==> config.mk <==
export PLATFORM = sky130hd
export DESIGN_NAME = vital_threshold_monitor_flat
export DESIGN_NICKNAME = d
export VERILOG_FILES = /design/src/rtl/vital_threshold_monitor_if.sv /design/src/rtl/vital_threshold_monitor.sv /design/src/flat_wrapper.sv
export SDC_FILE = /design/constraint.sdc
export NUM_CORES = 1
export LEC_CHECK = 0
export CAP_MARGIN = 20
export CORE_AREA = 2 2 69 71
export CTS_BUF_LIST = sky130_fd_sc_hd__clkbuf_4 sky130_fd_sc_hd__clkbuf_8 sky130_fd_sc_hd__clkbuf_16
export DETAILED_ROUTE_END_ITERATION = 16
export DIE_AREA = 0 0 71 73
export SLEW_MARGIN = 20
export SYNTH_ARGS = -nofsm -noshare
export SYNTH_HDL_FRONTEND = slang
export SYNTH_SLANG_ARGS = --single-unit
export TNS_END_PERCENT = 1
==> constraint.sdc <==
create_clock -name clock -period 2.4 [get_ports clock]
set_clock_uncertainty 0.1 [all_clocks]
set_input_delay 0.36 -clock clock [delete_from_list [all_inputs] [get_ports clock]]
set_output_delay 0.36 -clock clock [all_outputs]
set_load 0.005 [all_outputs]
==> src/rtl/vital_threshold_monitor_if.sv <==
// Bundle of configuration, sample, acknowledge and status signals exchanged
// between a vital-sign source/operator side and the threshold monitor.
interface vital_threshold_monitor_if #(
  parameter int CNT_W = 3
);

  // Thresholds from the configuration unit (lower / upper)
  logic [6:0]       dataP;
  logic [6:0]       dataQ;

  // Sample stream and operator acknowledge
  logic             sampleValid;
  logic [6:0]       sample;
  logic             ack;

  // Registered status back to the system
  logic             warning;
  logic             alarm;
  logic             fault;
  logic             lowFlag;
  logic             highFlag;
  logic [CNT_W-1:0] violCount;

  // Side that supplies thresholds/samples/ack and observes status
  modport master (
    output dataP, dataQ, sampleValid, sample, ack,
    input  warning, alarm, fault, lowFlag, highFlag, violCount
  );

  // The monitor itself
  modport slave (
    input  dataP, dataQ, sampleValid, sample, ack,
    output warning, alarm, fault, lowFlag, highFlag, violCount
  );

endinterface

==> src/rtl/vital_threshold_monitor.sv <==
// Vital-sign threshold monitor.
// Registers the lower/upper thresholds from the configuration unit, checks
// each valid 7-bit sample against the inclusive window [thr_p, thr_q], and
// debounces violations through NORMAL -> WARN -> ALARM. ALARM is sticky until
// the operator acknowledges after enough consecutive in-range samples.
// An inverted window (thr_p > thr_q) forces FAULT from any state.
module vital_threshold_monitor #(
  parameter int VIOL_LIMIT  = 3,  // consecutive violations to reach ALARM (>= 2)
  parameter int CLEAR_LIMIT = 4,  // consecutive in-range samples before ack can clear ALARM (>= 1)
  parameter int CNT_W       = 3   // counter width; 2**CNT_W-1 >= max(VIOL_LIMIT, CLEAR_LIMIT)
) (
  input logic                        clock,
  input logic                        reset,
  vital_threshold_monitor_if.slave   bus
);

  typedef enum logic [1:0] {
    ST_NORMAL = 2'd0,
    ST_WARN   = 2'd1,
    ST_ALARM  = 2'd2,
    ST_FAULT  = 2'd3
  } state_t;

  localparam logic [CNT_W-1:0] CNT_MAX  = {CNT_W{1'b1}};
  localparam logic [CNT_W-1:0] CNT_ONE  = {{(CNT_W-1){1'b0}}, 1'b1};
  localparam logic [CNT_W-1:0] VIOL_LIM = CNT_W'(VIOL_LIMIT);
  localparam logic [CNT_W-1:0] CLR_LIM  = CNT_W'(CLEAR_LIMIT);

  // Registered thresholds: a change on dataP/dataQ takes effect one cycle later
  logic [6:0]       thr_p;
  logic [6:0]       thr_q;

  // FSM state, counters and flags
  state_t           state;
  logic [CNT_W-1:0] viol_cnt;
  logic [CNT_W-1:0] clr_cnt;
  logic             low_flag;
  logic             high_flag;
  logic             warning_q;
  logic             alarm_q;
  logic             fault_q;

  // Next-state values
  state_t           nxt_state;
  logic [CNT_W-1:0] nxt_viol;
  logic [CNT_W-1:0] nxt_clr;
  logic             nxt_low;
  logic             nxt_high;

  // Sample classification against the registered window
  logic             smp_low;
  logic             smp_high;
  logic             smp_viol;
  logic             cfg_bad;
  logic [CNT_W-1:0] viol_inc;
  logic [CNT_W-1:0] clr_inc;

  assign smp_low  = (bus.sample < thr_p);
  assign smp_high = (bus.sample > thr_q);
  assign smp_viol = smp_low | smp_high;
  assign cfg_bad  = (thr_p > thr_q);

  // Saturating increments of the two counters
  assign viol_inc = (viol_cnt == CNT_MAX) ? viol_cnt : viol_cnt + CNT_ONE;
  assign clr_inc  = (clr_cnt  == CNT_MAX) ? clr_cnt  : clr_cnt  + CNT_ONE;

  // Capture thresholds from the configuration unit every cycle
  always_ff @(posedge clock) begin
    // NOTE: sequential state always uses non-blocking assignments so every
    // flop samples the pre-edge values, independent of statement order.
    if (reset) begin
      thr_p <= 7'h00;
      thr_q <= 7'h7F;
    end else begin
      thr_p <= bus.dataP;
      thr_q <= bus.dataQ;
    end
  end

  // Next-state logic: fault check, then sample processing, then ack
  always_comb begin
    // NOTE: every output of this block gets a default first; a path that
    // leaves one unassigned would infer a latch.
    nxt_state = state;
    nxt_viol  = viol_cnt;
    nxt_clr   = clr_cnt;
    nxt_low   = low_flag;
    nxt_high  = high_flag;

    if (cfg_bad) begin
      // Inverted window overrides everything, including a sticky ALARM
      nxt_state = ST_FAULT;
      nxt_viol  = '0;
      nxt_clr   = '0;
      nxt_low   = 1'b0;
      nxt_high  = 1'b0;
    end else if (state == ST_FAULT) begin
      // Window is valid again; the sample in this cycle is not processed
      nxt_state = ST_NORMAL;
      nxt_viol  = '0;
      nxt_clr   = '0;
    end else begin
      if (bus.sampleValid) begin
        nxt_low  = smp_low;
        nxt_high = smp_high;
        if (smp_viol) begin
          nxt_viol = viol_inc;
          nxt_clr  = '0;
        end else begin
          nxt_viol = '0;
          // The clear counter only runs while an alarm is pending
          nxt_clr  = (state == ST_ALARM) ? clr_inc : '0;
        end
      end

      case (state)
        ST_NORMAL: begin
          if (bus.sampleValid && smp_viol) begin
            nxt_state = ST_WARN;
          end
        end
        ST_WARN: begin
          if (bus.sampleValid) begin
            if (!smp_viol) begin
              nxt_state = ST_NORMAL;
            end else if (viol_inc == VIOL_LIM) begin
              nxt_state = ST_ALARM;
            end
          end
        end
        ST_ALARM: begin
          // Ack sees the clear count already updated by this cycle's sample;
          // an early ack is simply dropped.
          if (bus.ack && (nxt_clr >= CLR_LIM)) begin
            nxt_state = ST_NORMAL;
            nxt_viol  = '0;
            nxt_clr   = '0;
          end
        end
        default: begin
          nxt_state = ST_NORMAL;
        end
      endcase
    end
  end

  // FSM register with registered status outputs
  always_ff @(posedge clock) begin
    if (reset) begin
      state     <= ST_NORMAL;
      viol_cnt  <= '0;
      clr_cnt   <= '0;
      low_flag  <= 1'b0;
      high_flag <= 1'b0;
      warning_q <= 1'b0;
      alarm_q   <= 1'b0;
      fault_q   <= 1'b0;
    end else begin
      state     <= nxt_state;
      viol_cnt  <= nxt_viol;
      clr_cnt   <= nxt_clr;
      low_flag  <= nxt_low;
      high_flag <= nxt_high;
      warning_q <= (nxt_state == ST_WARN);
      alarm_q   <= (nxt_state == ST_ALARM);
      fault_q   <= (nxt_state == ST_FAULT);
    end
  end

  assign bus.warning   = warning_q;
  assign bus.alarm     = alarm_q;
  assign bus.fault     = fault_q;
  assign bus.lowFlag   = low_flag;
  assign bus.highFlag  = high_flag;
  assign bus.violCount = viol_cnt;

endmodule

==> src/flat_wrapper.sv <==
// flat-port wrapper written by rule: the top's interface ports become plain ports
module vital_threshold_monitor_flat 
#(
  parameter int VIOL_LIMIT  = 3,                                                 
  parameter int CLEAR_LIMIT = 4,                                                                   
  parameter int CNT_W       = 3                                                               
)
  (clock, reset, bus_dataP, bus_dataQ, bus_sampleValid, bus_sample, bus_ack, bus_warning, bus_alarm, bus_fault, bus_lowFlag, bus_highFlag, bus_violCount);
  vital_threshold_monitor_if #(.CNT_W(CNT_W)) bus_i ();
  input logic clock;
  input logic reset;
  input wire logic [$bits(bus_i.dataP)-1:0] bus_dataP;
  input wire logic [$bits(bus_i.dataQ)-1:0] bus_dataQ;
  input wire logic [$bits(bus_i.sampleValid)-1:0] bus_sampleValid;
  input wire logic [$bits(bus_i.sample)-1:0] bus_sample;
  input wire logic [$bits(bus_i.ack)-1:0] bus_ack;
  output wire logic [$bits(bus_i.warning)-1:0] bus_warning;
  output wire logic [$bits(bus_i.alarm)-1:0] bus_alarm;
  output wire logic [$bits(bus_i.fault)-1:0] bus_fault;
  output wire logic [$bits(bus_i.lowFlag)-1:0] bus_lowFlag;
  output wire logic [$bits(bus_i.highFlag)-1:0] bus_highFlag;
  output wire logic [$bits(bus_i.violCount)-1:0] bus_violCount;
  assign bus_i.dataP = bus_dataP;
  assign bus_i.dataQ = bus_dataQ;
  assign bus_i.sampleValid = bus_sampleValid;
  assign bus_i.sample = bus_sample;
  assign bus_i.ack = bus_ack;
  assign bus_warning = bus_i.warning;
  assign bus_alarm = bus_i.alarm;
  assign bus_fault = bus_i.fault;
  assign bus_lowFlag = bus_i.lowFlag;
  assign bus_highFlag = bus_i.highFlag;
  assign bus_violCount = bus_i.violCount;
  vital_threshold_monitor #(.VIOL_LIMIT(VIOL_LIMIT), .CLEAR_LIMIT(CLEAR_LIMIT), .CNT_W(CNT_W)) u_core (.clock(clock), .reset(reset), .bus(bus_i));
endmodule
==> metrics.csv <==
metric;value;unit
htree depth;1;
Num CTS Buffers;3;
Finished Core Util;43.37;%
antenna diode count;0;
total gr overflow;0;
Layout Nets;248;
Crit. Startpoint;bus_sample[5];
synth warn;0;
design area;1967;sq um
Max Freq;0.4410;GHz
synthesized area;1485;sq um
period utilization;94.48;%
drt via density;4.744;
# resized after CTS;0;
CP required;2.47;ns
Synth area leaders;dfxtp_1 36%, ha_1 19%, inv_1 4.3%, nor2b_1 3.8%, or2_2 3.4%;
Post-Syn Nets;206;
Area Growth Syn to Fin;32.43;%
final-report setup violation count;0;
drt pass-1 iters;4;
Worst R2R Setup Slack;0.25;ns
most common cell after layout, fill and taps aside;clkdlybuf4s50_1;
CTS tree;done;
VDD IR-drop max;203.1;uV
vias in the first global route;1131;
cell count after synthesis;159;
Overall Global Routing Usage;12.17;%
number of max-cap violations;0;
routed wire length;2953;um
Setup CP Type;in2reg;
Die W;71;um
Hold Path Class;reg2reg;
fin crit period;2.268;ns
critical path data arrival time;2.33;ns
cell taking the most area after synthesis;dfxtp_1;
Die H;73;um
Relative slew margins;64.26;%
setup TNS;0;ns
Root Driver;clkbuf_8;
Initial DRC Count;67;
R2R cell count;8;
Reg clk slew, reported paths;0.09;ns
endpoints failing hold;0;
Main synth FF type;dfxtp_1;
Pwr Density;490.9;nW/um^2
Reg-to-Reg End;u_core.bus.warning$_SDFF_PP0_;
post-CTS setup buffers;0;
register bit total from synthesis;27;
largest net degree at the start of global routing;20;
peak fanout along the critical path;3;
starting density of the core;32.74;%
EDFF count, synth;0;
Antenna Nets Post-Route;0;
Avg Cell Area, Syn;9.341;sq um
RR Startpoint;u_core.thr_p[5]$_SDFF_PP0_;
first-pass GRT wire length;5043;um
die area;5183;sq um
cts hold-fix bufs;0;
placed inst area;1921;sq um
sequential fraction of the synthesis area;36.39;%
clk buf depth;2;
Vias;1205;
post-synth top area share;36.39;%
RSZ-0062 raised after global routing;false;
detailed placement HPWL;2445;um
Core Area;4536;sq um
drt drc;0;
Hold EP;u_core.bus.violCount[1]$_SDFF_PP0_;
max-slew violation total from the final report;0;
hold path start;u_core.bus.violCount[1]$_SDFF_PP0_;
async set-reset flop share out of synthesis;0;%
status;completed;
endpoint class of the critical path;flip-flop;
routed len/inst;11.63;um
clk sinks;27;
initial antenna violation count;0;
share of layout cells above drive strength 1;13.50;%
Worst-Margin Slew;0.5226;ns
P_leak;0.8793;nW
placer congestion estimate;0.7743;
row count;25;
post-synth cell types;40;
Hold Crit Depth;2;
clock insertion delay at the later pin of the skew report;0.27;ns
Port Buf Inserts;32;
most frequent cells in the layout;32 x clkdlybuf4s50_1, 27 x dfxtp_1, 22 x ha_1, 17 x inv_1, 10 x nand2_1;
IO Pins;33;
CP startpoint kind;input pin;
## synthesized netlist by cell type (all sizes together) (2+ instances only)
library cell / number
nand3: 5
nand2: 10
or2: 8
nor3b: 3
clkbuf: 2
ha: 22
o31ai: 2
a21o: 3
o21bai: 2
mux2i: 3
a21oi: 8
nor2: 9
dfxtp: 27
nand2b: 2
inv: 17
nand4: 3
o21ai: 4
and4: 2
nor2b: 9
## worst max-delay path by stage
stage | endpoint | slack (ns)
2_1_floorplan | u_core.bus.warning$_SDFF_PP0_ | 0.38
3_3_place_gp | u_core.bus.warning$_SDFF_PP0_ | -0.12
3_5_place_dp | u_core.bus.warning$_SDFF_PP0_ | -0.15
4_1_cts | u_core.bus.warning$_SDFF_PP0_ | 0.14
5_1_grt | u_core.bus.violCount[1]$_SDFF_PP0_ | 0.03
6_report | u_core.bus.warning$_SDFF_PP0_ | 0.13
## flip-flops by register name, summed over array words and instances (netlist names)
| name | flops |
|---|---|
| u_core.bus.alarm | 1 |
| u_core.bus.fault | 1 |
| u_core.bus.highFlag | 1 |
| u_core.bus.lowFlag | 1 |
| u_core.bus.violCount | 3 |
| u_core.bus.warning | 1 |
| u_core.clr_cnt | 3 |
| u_core.state | 2 |
| u_core.thr_p | 7 |
| u_core.thr_q | 7 |
## logic make-up after synthesis
| kind of cell | after synthesis | synth area share, % |
|---|---|---|
| AOI/OAI and AO/OA | 28 | 14.32 |
| xor gates and xnor gates | 2 | 1.180 |
| adders and majority gates | 22 | 18.53 |
| buffers and inverters | 20 | 5.139 |
| DFF | 27 | 36.39 |
| muxes | 3 | 2.022 |
| and+or+nand+nor | 57 | 22.41 |
## routing by layer
layer | routed length (um) | global-route usage (%)
met2 | 1242 | 18.28
met4 | 45 | 4.403
met3 | 140 | 1.657
met1 | 1524 | 17.76
met5 | 0 | 0
## per-stage QoR
stage	cells	power, mW	setup WS, ns	hold WS (ns)
3_5_place_dp	250	0.7216	-0.1455	0.3943
4_1_cts	254	0.9781	0.1392	0.4174
6_report	254	0.9654	0.1324	0.4044
3_3_place_gp	250	0.7195	-0.1185	0.3964
2_1_floorplan	159	0.6166	0.3800	0.3638
5_1_grt	254	1.028	0.02721	0.4379
## critical path, stage by stage
cell,delay [ns]
clkdlybuf4s50_1,0.43
ha_1,0.31
a21o_1,0.18
a221o_1,0.38
a31oi_4,0.18
nor2_2,0.06
a22o_1,0.24
and4_1,0.19
## power by group
| part | internal (mW) | switching [mW] | total [mW] | leakage (nW) |
|---|---|---|---|---|
| combinational | 0.126 | 0.0934 | 0.220 | 0.631 |
| sequential | 0.473 | 0.0166 | 0.490 | 0.223 |
| clock | 0.116 | 0.139 | 0.256 | 0.0255 |
| total | 0.716 | 0.249 | 0.965 | 0.879 |
## cell type report
class,count,area [sq um]
Multi-Input combinational cell,112,868.3
Inverter,17,63.81
Clock buffer,3,41.29
Timing Repair Buffer,40,380.4
Sequential cell,27,540.5
Fill cell,473,2569
Tap cell,54,67.56
Clock inverter,1,5.005
(Power assumes the default switching activity.)
